[config.mk]
export PLATFORM = sky130hd
export DESIGN_NAME = uart_tx_fifo
export DESIGN_NICKNAME = d
export VERILOG_FILES = /design/src/rtl/uart_tx_fifo.sv
export SDC_FILE = /design/constraint.sdc
export NUM_CORES = 1
export LEC_CHECK = 0
export CORE_MARGIN = 5
export CORE_UTILIZATION = 40
export CTS_BUF_LIST = sky130_fd_sc_hd__clkbuf_8 sky130_fd_sc_hd__clkbuf_16
export CTS_CLUSTER_DIAMETER = 40
export DETAILED_ROUTE_END_ITERATION = 10
export PLACE_DENSITY = 0.62
export SLEW_MARGIN = 20
export SYNTH_ARGS = -nofsm -noshare
export SYNTH_HDL_FRONTEND = slang
export SYNTH_SLANG_ARGS = --single-unit
[constraint.sdc]
create_clock -name clk -period 4.8 [get_ports clk]
set_clock_uncertainty 0.1 [all_clocks]
set_input_delay 1.44 -clock clk [delete_from_list [all_inputs] [get_ports clk]]
set_output_delay 1.44 -clock clk [all_outputs]
set_load 0.05 [all_outputs]
[src/rtl/uart_tx_fifo.sv]
// Buffered 8N1 UART transmitter: a small circular FIFO feeding a frame serializer
// that chains queued bytes back-to-back with no idle gap between frames.
module uart_tx_fifo #(
    parameter int CLK_PER_HALF_BIT = 434,
    parameter int DEPTH_LOG2       = 4
) (
    input  logic                  clk,
    input  logic                  rst,
    input  logic [7:0]            wdata,
    input  logic                  we,
    output logic                  full,
    output logic [DEPTH_LOG2:0]   count,
    output logic                  busy,
    output logic                  ovf,
    input  logic                  ovf_clr,
    output logic                  txd
);

    localparam int BIT_CLKS = 2 * CLK_PER_HALF_BIT;
    localparam int TW       = (BIT_CLKS > 1) ? $clog2(BIT_CLKS) : 1;
    localparam int DEPTH    = 1 << DEPTH_LOG2;
    localparam logic [TW-1:0]       TIMER_LAST = TW'(BIT_CLKS - 1);
    localparam logic [DEPTH_LOG2:0] DEPTH_CNT  = (DEPTH_LOG2 + 1)'(DEPTH);

    typedef enum logic [1:0] {
        S_IDLE  = 2'd0,
        S_START = 2'd1,
        S_DATA  = 2'd2,
        S_STOP  = 2'd3
    } state_t;

    logic [7:0]            mem_r [DEPTH];
    logic [DEPTH_LOG2-1:0] wptr_r;
    logic [DEPTH_LOG2-1:0] rptr_r;
    logic [DEPTH_LOG2:0]   count_r;
    logic [DEPTH_LOG2:0]   count_nxt_s;
    logic                  full_r;
    logic                  ovf_r;
    logic                  busy_r;
    logic                  txd_r;
    state_t                state_r;
    logic [TW-1:0]         timer_r;
    logic [2:0]            bit_idx_r;
    logic [7:0]            shift_r;
    logic                  push_s;
    logic                  pop_s;
    logic                  bit_end_s;
    logic                  active_nxt_s;

    assign push_s    = we & ~full_r;
    assign bit_end_s = (timer_r == TIMER_LAST);

    // Pop decision: IDLE launches as soon as data is queued, STOP chains on its last clock.
    always_comb begin
        pop_s = 1'b0;
        case (state_r)
            S_IDLE:  pop_s = (count_r != '0);
            S_STOP:  pop_s = bit_end_s & (count_r != '0);
            default: pop_s = 1'b0;
        endcase
    end

    // Next occupancy and next "frame active" flag, used to register full and busy.
    always_comb begin
        count_nxt_s  = count_r;
        active_nxt_s = 1'b0;
        if (push_s && !pop_s) begin
            count_nxt_s = count_r + (DEPTH_LOG2 + 1)'(1);
        end else if (!push_s && pop_s) begin
            count_nxt_s = count_r - (DEPTH_LOG2 + 1)'(1);
        end else begin
            count_nxt_s = count_r;
        end
        case (state_r)
            S_IDLE:  active_nxt_s = pop_s;
            S_START: active_nxt_s = 1'b1;
            S_DATA:  active_nxt_s = 1'b1;
            S_STOP:  active_nxt_s = ~bit_end_s | pop_s;
            default: active_nxt_s = 1'b0;
        endcase
    end

    // Storage array; contents need no reset since count gates every read.
    always_ff @(posedge clk) begin
        if (push_s) begin
            mem_r[wptr_r] <= wdata;
        end
    end

    // FIFO pointers, occupancy and status flags. A dropped write wins over ovf_clr.
    always_ff @(posedge clk or posedge rst) begin
        if (rst) begin
            wptr_r  <= '0;
            rptr_r  <= '0;
            count_r <= '0;
            full_r  <= 1'b0;
            ovf_r   <= 1'b0;
            busy_r  <= 1'b0;
        end else begin
            if (push_s) begin
                wptr_r <= wptr_r + DEPTH_LOG2'(1);
            end
            if (pop_s) begin
                rptr_r <= rptr_r + DEPTH_LOG2'(1);
            end
            count_r <= count_nxt_s;
            full_r  <= (count_nxt_s == DEPTH_CNT);
            busy_r  <= active_nxt_s | (count_nxt_s != '0);
            if (we && full_r) begin
                ovf_r <= 1'b1;
            end else if (ovf_clr) begin
                ovf_r <= 1'b0;
            end
        end
    end

    // Frame serializer; txd is registered so the line never sees a combinational path.
    always_ff @(posedge clk or posedge rst) begin
        if (rst) begin
            state_r   <= S_IDLE;
            timer_r   <= '0;
            bit_idx_r <= 3'd0;
            shift_r   <= 8'h00;
            txd_r     <= 1'b1;
        end else begin
            case (state_r)
                S_IDLE: begin
                    txd_r <= 1'b1;
                    if (pop_s) begin
                        shift_r <= mem_r[rptr_r];
                        timer_r <= '0;
                        state_r <= S_START;
                        txd_r   <= 1'b0;
                    end
                end
                S_START: begin
                    if (bit_end_s) begin
                        timer_r   <= '0;
                        bit_idx_r <= 3'd0;
                        state_r   <= S_DATA;
                        txd_r     <= shift_r[0];
                    end else begin
                        timer_r <= timer_r + TW'(1);
                    end
                end
                S_DATA: begin
                    if (bit_end_s) begin
                        timer_r <= '0;
                        if (bit_idx_r == 3'd7) begin
                            state_r <= S_STOP;
                            txd_r   <= 1'b1;
                        end else begin
                            bit_idx_r <= bit_idx_r + 3'd1;
                            shift_r   <= {1'b0, shift_r[7:1]};
                            txd_r     <= shift_r[1];
                        end
                    end else begin
                        timer_r <= timer_r + TW'(1);
                    end
                end
                S_STOP: begin
                    if (bit_end_s) begin
                        timer_r <= '0;
                        if (pop_s) begin
                            shift_r <= mem_r[rptr_r];
                            state_r <= S_START;
                            txd_r   <= 1'b0;
                        end else begin
                            state_r <= S_IDLE;
                            txd_r   <= 1'b1;
                        end
                    end else begin
                        timer_r <= timer_r + TW'(1);
                    end
                end
                default: begin
                    state_r <= S_IDLE;
                    txd_r   <= 1'b1;
                end
            endcase
        end
    end

    assign full  = full_r;
    assign count = count_r;
    assign busy  = busy_r;
    assign ovf   = ovf_r;
    assign txd   = txd_r;

endmodule

== Yosys cells after proc, flatten, opt, wreduce, memory -nomap -nowiden ==
Memories as Yosys holds them, arrays and structs flattened.
Index checks and enable logic that the tools add are counted.

* RAM bits: 128
* Logic and storage cells: 86
* Output and inout bits: 9
* Memories: 1
* Bits of input ports: 12
* Bits in registers: 40

{| class="wikitable"
|+ Memory list
! memory !! words !! bits a word !! rd ports !! clocked after Yosys merged registers in !! write ports !! line !! RTL
|-
| mem_r || 16 || 8 || 1 || 0 || 1 || 32 || <nowiki>logic [7:0] mem_r [DEPTH];</nowiki>
|}

* Multiplexer cells: 33
* Reductions and logical operators: 17
* $add $sub $neg: 6
* Bitwise operators: 6
* Equal/unequal tests: 12

{| class="wikitable"
|+ Operators with widths
! kind !! number
|-
| 8-bit 2-to-1 mux || 4
|-
| 8-bit one-hot mux with 3 select lines || 1
|-
| 10-bit 2-to-1 mux || 2
|-
| 10-bit one-hot mux with 2 select lines || 1
|-
| 2-bit != test (second input constant) || 6
|-
| 10-bit by 1-bit adder with 10-bit output (second input constant) || 1
|-
| 10-bit == test (second input constant) || 1
|-
| 1-bit 2-to-1 mux || 10
|-
| 2-bit 2-to-1 mux || 5
|-
| 5-bit 2-to-1 mux || 2
|-
| 5-bit nonzero test || 2
|-
| 3-bit 2-to-1 mux || 3
|-
| 4-bit by 1-bit adder with 4-bit output (second input constant) || 2
|-
| 2-bit one-hot mux with 4 select lines || 1
|-
| 4-bit AND reduction || 2
|-
| 3-bit one-hot mux with 2 select lines || 1
|-
| 5-bit by 1-bit adder with 5-bit output (second input constant) || 1
|-
| 5-bit == test (second input constant) || 1
|-
| 5-bit AND reduction || 1
|-
| 5-bit by 1-bit subtractor with 5-bit output (second input constant) || 1
|-
| 2-bit == test (second input constant) || 2
|-
| 1-bit one-hot mux with 4 select lines || 1
|-
| 2-bit nonzero test || 2
|-
| 3-bit by 1-bit adder with 3-bit output (second input constant) || 1
|-
| 14 further kinds || 20
|}

== Depth between registers and ports, before layout ==
* Word-level depth: 8
* Depth in mapped cells: 9

== Least setup slack after synthesis ==
OpenSTA, ideal clock, no wires.

* Kind: input-to-reg
* Start point: input port we
* End point: memory mem_r[3][0] (enable)
* Setup slack: 1,627 ps
* Data arrival time: 2,690 ps
* Path buffers: 1
* Library setup time: 383 ps
* Cell stages on the path: 4
* Cells stage by stage: and2b_2 > clkbuf_1 > nand2_1 > nor3_1

* Cells in the longest elaborated chain, start to end: 3

{| class="wikitable"
|+ RTL lines
! element !! line !! RTL
|-
| start: declaration || 10 || <nowiki>input logic we,</nowiki>
|-
| 1-bit AND || 50 || <nowiki>assign push_s = we & ~full_r;</nowiki>
|-
| 1-bit 2-to-1 mux || 85 || <nowiki>if (push_s) begin</nowiki>
|-
| 1-bit 2-to-1 mux (implied by the code) || 86 || <nowiki>mem_r[wptr_r] <= wdata;</nowiki>
|-
| end: declaration || 32 ||
|}

No other way between the ends.

== Final worst setup path ==
* Start point: register count_r[2] (netlist: count[2])
* End point: output port count[2]

{| class="wikitable"
|+ RTL lines
! element !! line !! RTL
|-
| start: declaration || 35 || <nowiki>logic [DEPTH_LOG2:0] count_r;</nowiki>
|-
| start signal: assignment || 106 || <nowiki>count_r <= count_nxt_s;</nowiki>
|-
| end: declaration || 12 || <nowiki>output logic [DEPTH_LOG2:0] count,</nowiki>
|}

No word-level cell between the ends.

==> flow_summary.json <==
{
  "outcome": "finished clean",
  "grt_setup_unrepaired": "false",
  "cts_resized": 0,
  "slew_headroom": 0.437,
  "synth_largest_type_area_fraction": 0.523,
  "numCtsBuffers": 17,
  "timing.final.crit_share": 0.709,
  "cts-htree-levels": 4,
  "core_area_um2": 18000,
  "routed-via-count": 4133,
  "place_area_um2": 7760,
  "synth_flop_cell": "sky130_fd_sc_hd__edfxtp_1",
  "synth_area_leaders": "sky130_fd_sc_hd__edfxtp_1, sky130_fd_sc_hd__dfrtp_1, sky130_fd_sc_hd__mux4_2",
  "timing_max_transition_violations_final": 0,
  "power_share_of_the_combinational_group": 0.131,
  "pwr-share-seq": 0.497,
  "die_w_um": 146,
  "synth_edf_count": 128,
  "overflow": 0,
  "floorplan.initialDensity": 0.408,
  "synth_sequential_area_ratio": 0.659,
  "synth.distinct_cells": 58,
  "crit_fanout": 10,
  "cp_data_arrival_time_ns": 1.86,
  "rows": 49,
  "synth.ff_latch_count": 168,
  "filler_cell_count": 1570,
  "drt-pass1-iter-count": 5,
  "sequential_cell_area_um2": 4850,
  "cell_type_group_with_the_largest_total_delay_on_the_critical_path": "buffers and inverters",
  "finalWirelength_mm": 14.8,
  "grt_antenna_before_repair": 0,
  "detailedRoute.firstIterationViolations": 387,
  "clk_transition_reported_paths_ns": 0.08,
  "clockBufferDepth": 2,
  "yosys_warning_total": 0,
  "cellInternalPower_mw": 2.58,
  "syn-num-nets": 521,
  "critical_path.max_stage_delay_ns": 0.87,
  "layout-drive-gt1-share": 0.167,
  "grt_start_max_net_pins": 41,
  "crit_path_cell_trace": "clkdlybuf4s50_1",
  "final_nets": 542,
  "clock_tree_from_tritoncts": "done",
  "multi_input_area_um2": 2320,
  "max-vdd-ir-drop_uv": 302,
  "report.final.setup_viol": 0,
  "globalRouteTotalUtil": 0.146,
  "die_area_um2": 21200,
  "worstPathBufferInverterCount": 1,
  "final-hold-violation-count": 0,
  "chipHeight_um": 146,
  "timing.critical_path.required_ns": 3.26,
  "slowest_stage": "sky130_fd_sc_hd__clkdlybuf4s50_1",
  "syn-instance-count": 493,
  "switching_share": 0.284,
  "power.density_nw_per_um2": 432,
  "grt_first_pass_wirelength_mm": 24.0,
  "final-instance-count-excl-fill": 756,
  "final.setup.tns_ns": 0,
  "min_period_ns": 3.40,
  "cts_hold_buf": 0,
  "worst-setup-path-type": "reg -> out",
  "async_flop_share": 0.238,
  "cts_setup_buffers": 0,
  "timing.max_cap.violations": 0,
  "setup.reg_to_reg.worst_slack_ns": 2.00,
  "worst_min_path_class": "reg -> reg",
  "antenna_cells_inserted": 0,
  "grt_pass1_vias": 4304,
  "placement.io_buffers": 20,
  "io_pins": 21,
  "globalplace.congestion": 0.843,
  "drc": 0,
  "placedCellCount": 724,
  "cp-start-kind": "flop",
  "route.detailed.wl_per_inst_um": 19.6,
  "timing.fmax_mhz": 294,
  "syn-mean-instance-area_um2": 14.9,
  "postRouteAntennaNets": 0,
  "detailed_place_hpwl_mm": 10.0,
  "synth_top_area_cell": "sky130_fd_sc_hd__edfxtp_1",
  "cell_area_after_technology_mapping_um2": 7350,
  "switching_power_summed_over_all_nets_mw": 1.03,
  "power.total_mw": 3.61,
  "clk_root_buffer_cell": "sky130_fd_sc_hd__clkbuf_16",
  "clk_latency_ns": 0.43,
  "clkPwrFrac": 0.372,
  "tightestPinTransition_ns": 0.842,
  "static-leakage-power_nw": 3.00,
  "numClockSinks": 168,
  "postLayoutCellArea_um2": 8360,
  "cp-end-kind": "output pin",
  "viasPerCell": 5.47,
  "layout_stage_area_growth_over_the_synthesis_result_pct": 13.7
}
==> metal layers <==
metal	track usage	routed length, µm
met2	0.235	7130
met3	0.0480	993
met5	0	0
met1	0.187	6390
met4	0.0494	269
==> sequential cells by signal, indices dropped and copies added (netlist names), 2 cells and up <==
name       cells
wptr_r         4
state_r        2
shift_r        8
mem_r        128
count          5
timer_r       10
bit_idx_r      3
rptr_r         4
==> final cells by class <==
type,count,area share
flip-flops and latches,168,0.580
clock inverters,15,0.0205
inverters,14,0.00629
well taps,229,0.0343
repair buffers,27,0.0302
clock buffers,17,0.0509
multi-input cells,286,0.278
==> metrics by stage <==
step	setup slack [ns]	hold slack (ns)	util
3_3_place_gp	1.30	0.361	0.431
5_1_grt	1.31	0.409	0.464
4_1_cts	1.38	0.384	0.464
2_1_floorplan	1.63	0.351	-
3_5_place_dp	1.21	0.367	0.431
6_report	1.40	0.381	0.464
==> cells in the mapped netlist (all sizes together), types with 7 or more instances <==
cell type / instances
ha: 16
mux2: 9
inv: 14
a22oi: 7
nand3: 10
nor2: 29
nand2: 28
buf: 11
a21o: 9
clkbuf: 14
a21oi: 15
edfxtp: 128
o21ai: 34
dfrtp: 39
mux4: 21
mux2i: 21
xnor2: 9
a311oi: 8
and2: 7
==> worst paths after layout <==
check | cells after the start | to | startpoint
setup reg to reg | 7 | shift_r[5] | rptr_r[0]
min in group asynchronous | 3 | shift_r[5] | rst
max in group asynchronous | 3 | rptr_r[0] | rst
setup / recovery | 1 | count[2] | count[2]
hold reg to reg | 1 | shift_r[4] | shift_r[4]
hold / removal | 1 | shift_r[4] | shift_r[4]
==> cell families after synthesis <==
family | synth area share
mux | 0.107
buf+inv | 0.0245
simple gates | 0.0759
fa+ha+maj | 0.0272
flops | 0.659
xor+xnor | 0.0155
compound gates | 0.0909
==> power groups by stage <==
stage          registers [mW]  logic, mW  clock network, mW
2_1_floorplan            1.85      0.286                  0
5_1_grt                  1.81      0.521               1.44
6_report                 1.80      0.472               1.34
3_3_place_gp             1.82      0.467                  0
3_5_place_dp             1.83      0.476                  0
4_1_cts                  1.80      0.476               1.37
==> cell usage in the layout (no fill, tap or decap), types with 13 or more instances in the layout <==
cell type,n
sky130_fd_sc_hd__dfrtp_1,38
sky130_fd_sc_hd__clkbuf_16,17
sky130_fd_sc_hd__nor2_1,28
sky130_fd_sc_hd__mux4_2,21
sky130_fd_sc_hd__ha_1,16
sky130_fd_sc_hd__clkdlybuf4s50_1,20
sky130_fd_sc_hd__inv_1,13
sky130_fd_sc_hd__edfxtp_1,128
sky130_fd_sc_hd__mux2i_1,21
sky130_fd_sc_hd__o21ai_0,28
sky130_fd_sc_hd__a21oi_1,14
sky130_fd_sc_hd__nand2_1,28
No activity file was read; power rests on OpenSTA's default activity.
